### config.mk
export PLATFORM = sky130hd
export DESIGN_NAME = mac_seq_ctrl
export DESIGN_NICKNAME = d
export VERILOG_FILES = /design/src/rtl/mac_seq_ctrl.sv
export SDC_FILE = /design/constraint.sdc
export NUM_CORES = 1
export LEC_CHECK = 0
export CAP_MARGIN = 20
export CORE_ASPECT_RATIO = 0.5
export CORE_MARGIN = 4
export CORE_UTILIZATION = 52
export CTS_CLUSTER_SIZE = 14
export DETAILED_ROUTE_END_ITERATION = 6
export PLACE_DENSITY = 0.88
export REMOVE_ABC_BUFFERS = 1
export SETUP_SLACK_MARGIN = 0.05
export SLEW_MARGIN = 20
export SYNTH_ARGS = -nofsm -noshare
export SYNTH_HDL_FRONTEND = slang
export SYNTH_SLANG_ARGS = --single-unit
### constraint.sdc
create_clock -name clk -period 7.85 [get_ports clk]
set_clock_uncertainty 0.2 [all_clocks]
set_input_delay 0.785 -clock clk [delete_from_list [all_inputs] [get_ports clk]]
set_output_delay 0.785 -clock clk [all_outputs]
set_load 0.005 [all_outputs]
### src/rtl/mac_seq_ctrl.sv
// mac_seq_ctrl
//   Sequences one shared combinational MAC unit (dout = w*i + o) through an
//   N-element dot product. A job (len, bias) is requested with start. Operand
//   pairs then stream in over a valid/ready handshake and are registered into
//   the MAC. The MAC outputs are summed in a saturating accumulator of width
//   AccWidth. The sum is returned over a valid/ready handshake.
//
// Ports
//   clk, reset            clock (rising edge), asynchronous active-low reset
//   start, len, bias      job request (sampled in IDLE only), beat count, addend
//   abort                 synchronous cancel, wins over everything else
//   busy                  controller is not idle
//   op_valid/op_ready     operand pair handshake, operands on op_w / op_i
//   mac_nop_in            to MAC: 1 = bubble, 0 = live beat
//   mac_w, mac_i, mac_o   registered MAC operands and addend
//   mac_nop_out, mac_dout from MAC: bubble flag and product-plus-addend
//   res_valid/res_ready   result handshake, result on res_data / res_ovf
module mac_seq_ctrl #(
  parameter int DataInWidth  = 8,
  parameter int DataOutWidth = 16,
  parameter int AccWidth     = 24,
  parameter int LenWidth     = 8
) (
  input  logic                    clk,
  input  logic                    reset,
  input  logic                    start,
  input  logic [LenWidth-1:0]     len,
  input  logic [DataInWidth-1:0]  bias,
  input  logic                    abort,
  output logic                    busy,
  input  logic                    op_valid,
  output logic                    op_ready,
  input  logic [DataInWidth-1:0]  op_w,
  input  logic [DataInWidth-1:0]  op_i,
  output logic                    mac_nop_in,
  output logic [DataInWidth-1:0]  mac_w,
  output logic [DataInWidth-1:0]  mac_i,
  output logic [DataInWidth-1:0]  mac_o,
  input  logic                    mac_nop_out,
  input  logic [DataOutWidth-1:0] mac_dout,
  output logic                    res_valid,
  input  logic                    res_ready,
  output logic [AccWidth-1:0]     res_data,
  output logic                    res_ovf
);

  typedef enum logic [1:0] {
    IDLE  = 2'd0,
    RUN   = 2'd1,
    DRAIN = 2'd2,
    DONE  = 2'd3
  } state_t;

  state_t                state, state_next;
  logic [LenWidth-1:0]   cnt;
  logic [AccWidth-1:0]   acc;
  logic                  ovf;
  logic                  first;
  logic                  beat;
  logic [AccWidth:0]     acc_sum;

  assign op_ready  = (state == RUN) && !abort;
  assign beat      = op_valid && op_ready;
  assign busy      = (state != IDLE);
  assign res_valid = (state == DONE);
  assign res_data  = acc;
  assign res_ovf   = ovf;

  // One extra bit on the sum so a carry out of the accumulator shows up as
  // saturation instead of wrapping.
  assign acc_sum = {1'b0, acc} + {{(AccWidth + 1 - DataOutWidth){1'b0}}, mac_dout};

  always_ff @(posedge clk or negedge reset) begin
    if (!reset) begin
      state <= IDLE;
    end else begin
      state <= state_next;
    end
  end

  // Abort overrides every other transition, including start and res_ready.
  always_comb begin
    state_next = state;
    if (abort) begin
      state_next = IDLE;
    end else begin
      case (state)
        IDLE: begin
          if (start) begin
            state_next = (len != '0) ? RUN : DONE;
          end
        end
        RUN: begin
          if (beat && (cnt == LenWidth'(1))) begin
            state_next = DRAIN;
          end
        end
        DRAIN: begin
          state_next = DONE;
        end
        DONE: begin
          if (res_ready) begin
            state_next = IDLE;
          end
        end
        default: begin
          state_next = IDLE;
        end
      endcase
    end
  end

  // A beat accepted at edge t sits in the mac_* registers after t. Its MAC
  // result is added at edge t+1. DRAIN therefore exists only to pick up the
  // product of the last beat. A zero-length job skips the MAC entirely and
  // returns the bias as the result.
  always_ff @(posedge clk or negedge reset) begin
    if (!reset) begin
      cnt        <= '0;
      acc        <= '0;
      ovf        <= 1'b0;
      first      <= 1'b0;
      mac_w      <= '0;
      mac_i      <= '0;
      mac_o      <= '0;
      mac_nop_in <= 1'b1;
    end else if (abort) begin
      cnt        <= '0;
      acc        <= '0;
      mac_nop_in <= 1'b1;
    end else begin
      case (state)
        IDLE: begin
          if (start) begin
            ovf <= 1'b0;
            if (len != '0) begin
              cnt   <= len;
              acc   <= '0;
              first <= 1'b1;
            end else begin
              acc <= {{(AccWidth - DataInWidth){1'b0}}, bias};
            end
          end
        end
        RUN, DRAIN: begin
          if (!mac_nop_out) begin
            if (acc_sum[AccWidth]) begin
              acc <= '1;
              ovf <= 1'b1;
            end else begin
              acc <= acc_sum[AccWidth-1:0];
            end
          end
          if (state == DRAIN) begin
            mac_nop_in <= 1'b1;
          end else if (beat) begin
            mac_w      <= op_w;
            mac_i      <= op_i;
            mac_o      <= first ? bias : '0;
            mac_nop_in <= 1'b0;
            first      <= 1'b0;
            cnt        <= cnt - LenWidth'(1);
          end else begin
            mac_w      <= '0;
            mac_i      <= '0;
            mac_o      <= '0;
            mac_nop_in <= 1'b1;
          end
        end
        default: begin
        end
      endcase
    end
  end

endmodule
==> results.py, run 1 <==
metrics = {
    "placed_design": {
        "place.port_buffers": 107,
        "placed_cells": 555,
        "hpwl_um": 7365,
        "place.gp.congestion": 0.8845,
    },
    "run": {
        "drv_cap": 0,
    },
    "yosys": {
        "avgSynthCellArea_um2": 9.979,
        "syn_area_um2": 3662,
        "ys_warn_count": 0,
        "synth-async-reset-ratio": 1.000,
        "synthCells": 367,
        "ys_types": 66,
        "synth_edf_count": 0,
        "yosysSeqAreaShare": 0.4172,
        "ys.flop_type": "dfrtp_1",
        "ys_seq_elements": 61,
    },
    "pwr": {
        "vdd_drop_max_v": 0.0001791,
        "leakagePower_nw": 2.278,
        "power_density_nw_per_um2": 320.2,
    },
    "clock_tree": {
        "cts_resized": 0,
        "cts-root-buf": "clkbuf_16",
        "cts_buffers": 9,
        "clock_latency_ns": 0.34,
        "clock_sinks": 61,
        "cts_setup_buffers": 0,
        "cts_htree_levels": 3,
        "path_clk_slew_ns": 0.06,
        "cts_max_path_buffers": 2,
        "cts_hold_buf": 0,
        "cts_tree": "yes",
    },
    "routing": {
        "first_pass_iters": 5,
        "wl_per_cell_um": 17.93,
        "vias_per_cell": 5.970,
        "wirelength_um": 10240,
        "vias": 3409,
        "route.detailed.drc": 0,
        "antenna_left": 0,
        "drt_iter0_markers": 379,
    },
    "global_routing": {
        "grt_max_degree": 62,
        "grt_pass1_vias": 3413,
        "antenna_found_initial": 0,
        "grt_pass1_wl_um": 16580,
        "track_usage": 0.2465,
        "grt_overflow": 0,
    },
    "hold_path": {
        "min_path_cells": 2,
        "hold_class": "flip-flop to flip-flop",
        "min-delay-start": "first",
        "hold-path-endpoint": "first",
    },
    "finish": {
        "nFillCells": 460,
        "insertedDiodeCount": 0,
        "final-seq-area_um2": 1528,
        "final_nets": 554,
        "multi_input_area_um2": 2041,
        "syn_to_final_growth_pct": 40.31,
        "final_common_cell": "clkdlybuf4s50_1",
        "fin_cells": 571,
        "final_cell_mix": "clkdlybuf4s50_1 (106), dfrtp_1 (60), a21oi_1 (42)",
        "drive_gt1_frac": 0.08977,
    },
    "worst_setup_path": {
        "worst_r2r_endpoint": "mac_o[7]",
        "ff2ff_path_depth": 7,
        "crit_path_max_fanout": 26,
        "crit_required_ns": 7.92,
        "r2r_setup_slack_ns": 4.32,
        "crit_type": "flip-flop to flip-flop",
        "rr_startpoint": "state[1]",
        "crit_arrival_ns": 3.60,
        "startpoint_type": "flip-flop",
        "cp-end-kind": "flip-flop",
        "cp-startpoint": "state[1]",
    },
    "die": {
        "die_area_um2": 8531,
        "rows": 21,
        "coreArea_um2": 6753,
        "die_h_um": 67.34,
        "initial_core_util": 0.5423,
        "top_level_ports": 108,
        "fp.dieW_um": 126.7,
    },
    "timing": {
        "clock.fmax_ghz": 0.2832,
        "slew_violations": 0,
        "worstMarginPinSlew_ns": 1.072,
        "setup_viol": 0,
        "maxSlewHeadroom": 0.2800,
        "min_period_over_period": 0.4498,
        "fin_crit_ns": 3.531,
        "rsz0062_at_grt": "no",
        "setup-tns-final_ns": 0,
        "hold_viol": 0,
    },
    "outcome": {
        "outcome": "complete, no violations",
    },
}
[final cells by class]
cell class,instances,share of cell area
Sequential cell,61,0.2973
Timing Repair Buffer,109,0.2104
Clock buffer,10,0.04651
Multi-Input combinational cell,282,0.3971
Clock inverter,6,0.01826
Inverter,11,0.008035
Tap cell,92,0.02240
[where the power goes]
group	internal [W]	switching [W]	total [W]	leakage, nW
logic	0.000340	0.000425	0.000765	1.29
clock network	0.000289	0.000151	0.000440	0.160
registers	0.000382	0.0000582	0.000440	0.831
[metrics by stage]
step / setup slack (ns) / power [W] / instance area (µm²) / hold slack [ns] / utilization
final: 4.319 / 0.001645 / 5139 / 0.2907 / 0.7610
after global routing: 4.044 / 0.001744 / 5139 / 0.3219 / 0.7610
after CTS: 4.365 / 0.001642 / 5139 / 0.2961 / 0.7610
after detailed placement: 4.196 / 0.001190 / 4806 / 0.2831 / 0.7117
after global placement: 4.319 / 0.001165 / 4806 / 0.2891 / 0.7117
after floorplan: 4.883 / 0.0009151 / 3610 / 0.2579 / -
[state kept, by name (all words and copies together), names as in the netlist]
name and flops:
mac_o 8, mac_i 8, mac_w 8, mac_nop_in 1, res_data 24, res_ovf 1, cnt 8, first 1
state 2
[how the worst max path moves through the flow]
| stage | cells after the start | slack (ns) | endpoint |
|---|---|---|---|
| global route | 7 | 4.04 | mac_o[5] |
| floorplan | 9 | 4.88 | res_data[3] |
| finish | 7 | 4.32 | mac_o[7] |
| detailed placement | 7 | 4.20 | mac_o[7] |
| CTS | 7 | 4.37 | mac_o[7] |
| global placement | 10 | 4.32 | res_data[7] |
[worst max-delay path: stages (launching register included)]
cell and delay (ns):
dfrtp_1 0.39, inv_1 0.12, ha_1 0.87, nand2_1 0.32, or2_2 0.57, nor2_4 0.43, and2_1 0.36, a22o_1 0.19
[per-layer routing]
layer	GRT usage	wire [µm]	part of all wire
met1	0.3100	4368	0.43
met3	0.06556	666	0.065
met2	0.4283	5006	0.49
met4	0.06818	196	0.019
met5	0	0	0
[logic make-up (layout without fill, tap and decap cells)]
| logic type | Yosys count | count (layout) | synth area share |
|---|---|---|---|
| flops | 61 | 61 | 0.4172 |
| simple gates | 83 | 83 | 0.1213 |
| mux | 3 | 3 | 0.008200 |
| xor+xnor | 15 | 15 | 0.03587 |
| compound gates | 156 | 156 | 0.3044 |
| buf+inv | 24 | 136 | 0.02562 |
| fa+ha+maj | 25 | 25 | 0.08746 |
[synth_stat cells (all sizes together) (6+ instances only)]
cell / number / area [µm²]
dfrtp: 60 / 1501
a21oi: 42 / 210.2
o21ai: 26 / 133.9
a22o: 24 / 210.2
ha: 24 / 300.3
nor2: 22 / 92.59
nand2: 18 / 70.07
a211oi: 14 / 140.1
a21o: 12 / 91.34
inv: 11 / 41.29
nand3: 11 / 55.05
clkbuf: 9 / 33.78
xor2: 9 / 78.83
nor3: 8 / 56.31
a31oi: 7 / 43.79
xnor2: 6 / 52.55
(Power assumes the default switching activity.)
==> inputs of run 2 (changes only) <==
CORE_UTILIZATION = 43   (was 52)
PLACE_DENSITY = 0.78   (was 0.88)
clock period = 2.89 ns   (was 7.85 ns; I/O delays follow)
==> run 2 against run 1 <==
Routed wire length down 0.36%. Register-to-register slack worse by 4.1 ns. Sequential power increased to 2.7 times the previous value. Die area is 19% higher. Maximum frequency is 34% higher. Worst hold slack better by 0.010 ns. Sequential share of layout area shrank 0.70 points. Global-route usage fell by 3.7 points. Via count is 0.70% lower. Flip-flop and latch count is the same. Critical endpoint is now res_data[6]. Largest power group unchanged.
==> results.py, run 2 (synthesis results as in run 1) <==
metrics = {
    "outcome": {
        "outcome": "complete, no violations",
    },
    "clock_tree": {
        "clock_latency_ns": 0.33,
        "cts-root-buf": "clkbuf_16",
        "cts_setup_buffers": 0,
        "path_clk_slew_ns": 0.06,
        "cts_max_path_buffers": 2,
        "cts_buffers": 9,
        "clock_sinks": 61,
        "cts_hold_buf": 1,
        "cts_resized": 0,
        "cts_htree_levels": 3,
        "cts_tree": "yes",
    },
    "finish": {
        "final_cell_mix": "clkdlybuf4s50_1 (106), dfrtp_1 (60), a21oi_1 (42)",
        "drive_gt1_frac": 0.1136,
        "final-seq-area_um2": 1528,
        "syn_to_final_growth_pct": 43.70,
        "insertedDiodeCount": 0,
        "largest_reg_flops": 24,
        "nFillCells": 679,
        "multi_input_area_um2": 2041,
        "final_common_cell": "clkdlybuf4s50_1",
        "final_nets": 568,
        "design_area_um2": 5263,
    },
    "routing": {
        "vias": 3385,
        "wl_per_cell_um": 16.86,
        "route.detailed.drc": 0,
        "wirelength_um": 10200,
        "vias_per_cell": 5.595,
        "drt_iter0_markers": 182,
        "antenna_left": 0,
        "first_pass_iters": 4,
    },
    "worst_setup_path": {
        "cp-end-kind": "flip-flop",
        "cp_cell_sequence": "ha_1 > fa_1 > a211oi_1 > o21bai_2 > o2bb2ai_2 > o31a_4 > o21a_4 > a211oi_2 > a21o_1",
        "max_stage_delay_ns": 0.40,
        "slowest_stage": "dfrtp_1",
        "startpoint_type": "flip-flop",
        "crit_type": "flip-flop to flip-flop",
        "crit_arrival_ns": 2.65,
        "crit_path_max_fanout": 9,
        "crit_required_ns": 2.91,
    },
    "global_routing": {
        "grt_max_degree": 62,
        "track_usage": 0.2094,
        "grt_overflow": 0,
        "grt_pass1_vias": 3349,
        "grt_pass1_wl_um": 17000,
        "antenna_found_initial": 0,
    },
    "timing": {
        "min_period_over_period": 0.9114,
        "setup_viol": 0,
        "maxSlewHeadroom": 0.4817,
        "fin_crit_ns": 2.634,
        "slew_violations": 0,
        "worstMarginPinSlew_ns": 0.7775,
        "clock.fmax_ghz": 0.3797,
        "hold_viol": 0,
        "rsz0062_at_grt": "no",
    },
    "die": {
        "top_level_ports": 108,
        "die_h_um": 73.26,
        "die_area_um2": 10150,
        "initial_core_util": 0.4497,
        "coreArea_um2": 8144,
        "fp.dieW_um": 138.5,
        "rows": 23,
    },
    "placed_design": {
        "place.port_buffers": 107,
        "dpl-instance-area_um2": 4928,
        "place.gp.congestion": 0.8272,
        "hpwl_um": 7281,
    },
    "pwr": {
        "leakagePower_nw": 2.341,
        "p_total_w": 0.004461,
        "power_density_nw_per_um2": 847.7,
        "vdd_drop_max_v": 0.0006057,
    },
    "run": {
        "drv_cap": 0,
    },
    "hold_path": {
        "hold_class": "flip-flop to flip-flop",
    },
}
[run 2: worst max-delay path: cells and delay by family (launching register included)]
kind / cells / cell delay, ns
AO/OA/AOI/OAI: 7 / 1.32
flip-flops: 1 / 0.40
adder cells (fa/ha/maj): 2 / 0.59
[run 2: through the flow]
| step | setup WS, ns | setup TNS [ns] | hold slack, ns | util | instances |
|---|---|---|---|---|---|
| global placement | 0.02242 | 0 | 0.2847 | 0.6052 | 588 |
| CTS | 0.2288 | 0 | 0.3056 | 0.6462 | 605 |
| finish | 0.2561 | 0 | 0.3007 | 0.6462 | 605 |
| global route | 0.08641 | 0 | 0.3230 | 0.6462 | 605 |
| detailed placement | -0.03167 | -0.2159 | 0.2909 | 0.6052 | 588 |
| floorplan | 0.1081 | 0 | -0.2066 | - | 354 |
[run 2: cell type report]
cell class,count,share of cell area
clock buffers,9,0.04280
clock inverters,7,0.01878
inverters,11,0.007846
multi-input cells,282,0.3878
flip-flops and latches,61,0.2903
well taps,112,0.02663
repair buffers,123,0.2259
[run 2: worst paths after layout]
kind / slack, ns / to / startpoint / depth (start not counted)
min: 0.30 / first / first / 2
max: 0.26 / res_data[6] / res_data[0] / 9
max reg2reg: 0.26 / res_data[6] / res_data[0] / 9
min in group asynchronous: 0.48 / mac_i[4] / reset / 3
max in group asynchronous: 1.50 / res_data[14] / reset / 3
min reg2reg: 0.30 / first / first / 2
[run 2: where the power goes]
group / leakage [nW] / internal (W) / switching (W)
logic: 1.35 / 0.000971 / 0.00114
registers: 0.831 / 0.00104 / 0.000152
clock network: 0.156 / 0.000758 / 0.000402
[run 2: metal layers]
| metal | share of wire | track usage | vias to the layer above | routed length (µm) |
|---|---|---|---|---|
| li1 | - | - | 1647 | - |
| met1 | 0.44 | 0.2612 | 1640 | 4530 |
| met2 | 0.49 | 0.3623 | 88 | 4967 |
| met3 | 0.057 | 0.05982 | 10 | 577 |
| met4 | 0.012 | 0.06134 | 0 | 125 |
| met5 | 0 | 0 | - | 0 |
==> variant: new RTL, settings of run 2 <==
Set the parameter `LenWidth` to 16 (it was 8).
--- a/src/rtl/mac_seq_ctrl.sv
+++ b/src/rtl/mac_seq_ctrl.sv
@@ -20,5 +20,5 @@
   parameter int DataOutWidth = 16,
   parameter int AccWidth     = 24,
-  parameter int LenWidth     = 8
+  parameter int LenWidth     = 16
 ) (
   input  logic                    clk,
Ports: changed (resized len); port bits go from 108 to 116. No check against the original RTL was run, so the function may have changed too.
==> variant against run 2 <==
- synthesized area rose by 18%
- worst setup slack got worse by 0.10 ns
- power rose by 12%
- die area rose by 17%
- routed wire length rose by 28%
- sequential cell count rose by 8
- cell area rose by 17%
- critical endpoint is now res_data[15]
- largest power group unchanged
==> variant: results (changes against run 2) <==
| Metric | Value |
|---|---|
| Hold Crit Class | flip-flop to flip-flop (unchanged) |
| Maximum buffer depth of the clock tree | 2 (unchanged) |
| Drt first pass iters | 5 (was 4) |
| Reg2reg setup slack | 0.15 ns (was 0.26 ns) |
| H-tree depth | 3 (unchanged) |
| CP delay by family, top | compound AO/OA/AOI/OAI gates (unchanged) |
| Vias in the first global route | 4273 (was 3349) |
| Yosys warns | 0 (unchanged) |
| Reg2reg end | res_data[15] (was res_data[6]) |
| RR Startpoint | res_data[5] (was res_data[0]) |
| VDD IR max | 408.1 uV (was 605.7 uV) |
| Synth cell count leaders | 68 x dfrtp_1, 52 x nor2_1, 47 x a21oi_1 (was 60 x dfrtp_1, 42 x a21oi_1, 24 x a22o_1, 24 x ha_1, 20 x nor2_1) |
| Initial antenna violation count | 0 (unchanged) |
| First-pass GRT wire length | 21320 um (was 17000 um) |
| Seq/Total Area, Yosys | 39.87% (was 41.72%) |
| WL per Instance | 16.97 um (was 16.86 um) |
| Post-detail-place hpwl | 9709 um (was 7281 um) |
| Peak fanout along the critical path | 7 (was 9) |
| Critical Path Max Stage Delay | 0.43 ns (was 0.40 ns) |
| Clock Pin Slew Worst Setup and Hold Paths | 0.06 ns (about the same) |
| Vias/cell | 5.701 (was 5.595) |
| CTS root buffer | clkbuf_16 (unchanged) |
| Leak Pwr | 2.779 nW (was 2.341 nW) |
| Netlist cell types | 59 (was 66) |
| Crit-path slowest cell | ha_1 (was dfrtp_1) |
| Post-CTS setup buffers | 0 (unchanged) |
| Nets | 717 (was 568) |
| Hold Startpoint | mac_i[7] (was first) |
| Ys async rst share | 100.0% (unchanged) |
| Port bufs | 115 (was 107) |
| Status | finished, final reports clean (unchanged) |
| Clock latency at the later pin of the worst-skew pair | 0.34 ns |
| Dpl cell area | 0.005872 mm2 (was 0.004928 mm2) |
| Top post-synthesis cells by area | dfrtp_1 39%, a22o_1 7.1%, ha_1 6.9% (was dfrtp_1 41%, ha_1 8.2%, a21oi_1 5.7%) |
| Tot GR Track Use | 22.37% (was 20.94%) |
| Largest net degree at the start of global routing | 42 (was 62) |
| Dpl ws | -0.1986 ns (was -0.03167 ns) |
| 1st-iter DRT viols | 279 (was 182) |
| Number of flops mapped to enable cells by yosys | 0 (unchanged) |
| Reg2reg path depth | 8 (was 9) |
| CTS Buf Count | 9 (unchanged) |
| Max FFs per register | 24 (unchanged) |
| Antenna cells | 0 (unchanged) |
| Final Wtd Congestion | 0.9744 (was 0.8272) |
| WHS Endpoint | mac_i[7] (was first) |
| Drt drc | 0 (unchanged) |
| Fraction of layout cells with a size suffix above 1 | 11.04% (was 11.36%) |
| WHS Path Cells | 1 (was 2) |
| Crit path DAT | 2.76 ns (was 2.65 ns) |
| Slew @ Worst Pin | 0.7331 ns (was 0.7775 ns) |
-- variant: changes by cell type in the layout (fill, tap and decap cells not counted), sizes merged, moves of 7 or more --
cell           delta
a211oi           -10
nor3              +9
buf              +27
clkdlybuf4s50     +8
dfrtp             +8
xnor2             +9
nor2             +30
nand2            +22
nor4              +7
a22o             +12
-- variant: worst reg2reg max path, cell delays in order (launching register included) --
cell      delay [ns]
dfrtp_1         0.42
ha_1            0.43
o21ai_0         0.14
a211oi_1        0.41
a21oi_1         0.13
nor3_1          0.33
a21oi_1         0.14
xnor2_1         0.14
a221o_1         0.28
-- variant: cell families after synthesis --
logic type / synth area share, %
mux: 0.7217
fa+ha+maj: 7.390
compound gates: 25.69
flops: 39.87
buf+inv: 4.013
xor+xnor: 4.648
simple gates: 17.67
-- variant: routing by layer --
layer | track usage [%] | vias up | wire, um
met1 | 29.94 | 2145 | 5847
met2 | 37.24 | 145 | 6317
met5 | 0 | - | 0
li1 | - | 2075 | -
met4 | 5.018 | 0 | 195
met3 | 5.131 | 19 | 690
-- variant: final cells by class --
class                      instances  area (um2)
timing repair buffer             158        1484
clock inverter                     6       47.55
multi-input combinational        374        2454
clock buffer                      10       229.0
fill                             836        3460
inverter                          17       63.81
sequential                        69        1728
tap                              135       168.9
-- variant: report_power, final --
group	switching [mW]	total [mW]	leakage (nW)	internal (mW)
clock	0.444	1.03	0.133	0.586
sequential	0.175	1.34	0.941	1.16
combinational	1.39	2.65	1.71	1.26
total	2.01	5.02	2.78	3.00
-- variant: worst max path at each step --
stage / startpoint / end / slack (ns) / depth (start not counted)
finish: res_data[5] / res_data[15] / 0.15 / 8
detailed placement: mac_dout[0] / res_data[3] / -0.20 / 11
CTS: res_data[0] / res_data[5] / 0.12 / 10
global route: res_data[5] / res_data[15] / 0.02 / 8
floorplan: state[0] / res_data[11] / -0.62 / 7
global placement: mac_dout[0] / res_data[15] / -0.14 / 10
-- variant: per-stage QoR --
| step | hold slack (ns) | TNS, ns | cells |
|---|---|---|---|
| after CTS | 0.3080 | 0 | 769 |
| after global routing | 0.3207 | 0 | 769 |
| after detailed placement | 0.1896 | -3.103 | 752 |
| final | 0.3049 | 0 | 769 |
| after floorplan | -0.2066 | -15.16 | 460 |
| after global placement | 0.1664 | -1.937 | 752 |
-- variant: repair_timing --
item                                    4_1_cts  5_1_grt
endpoints found under the hold margin        28        0
endpoints found under the setup margin        1       15
resized for setup                             1        2
hold buffers                                  1        0
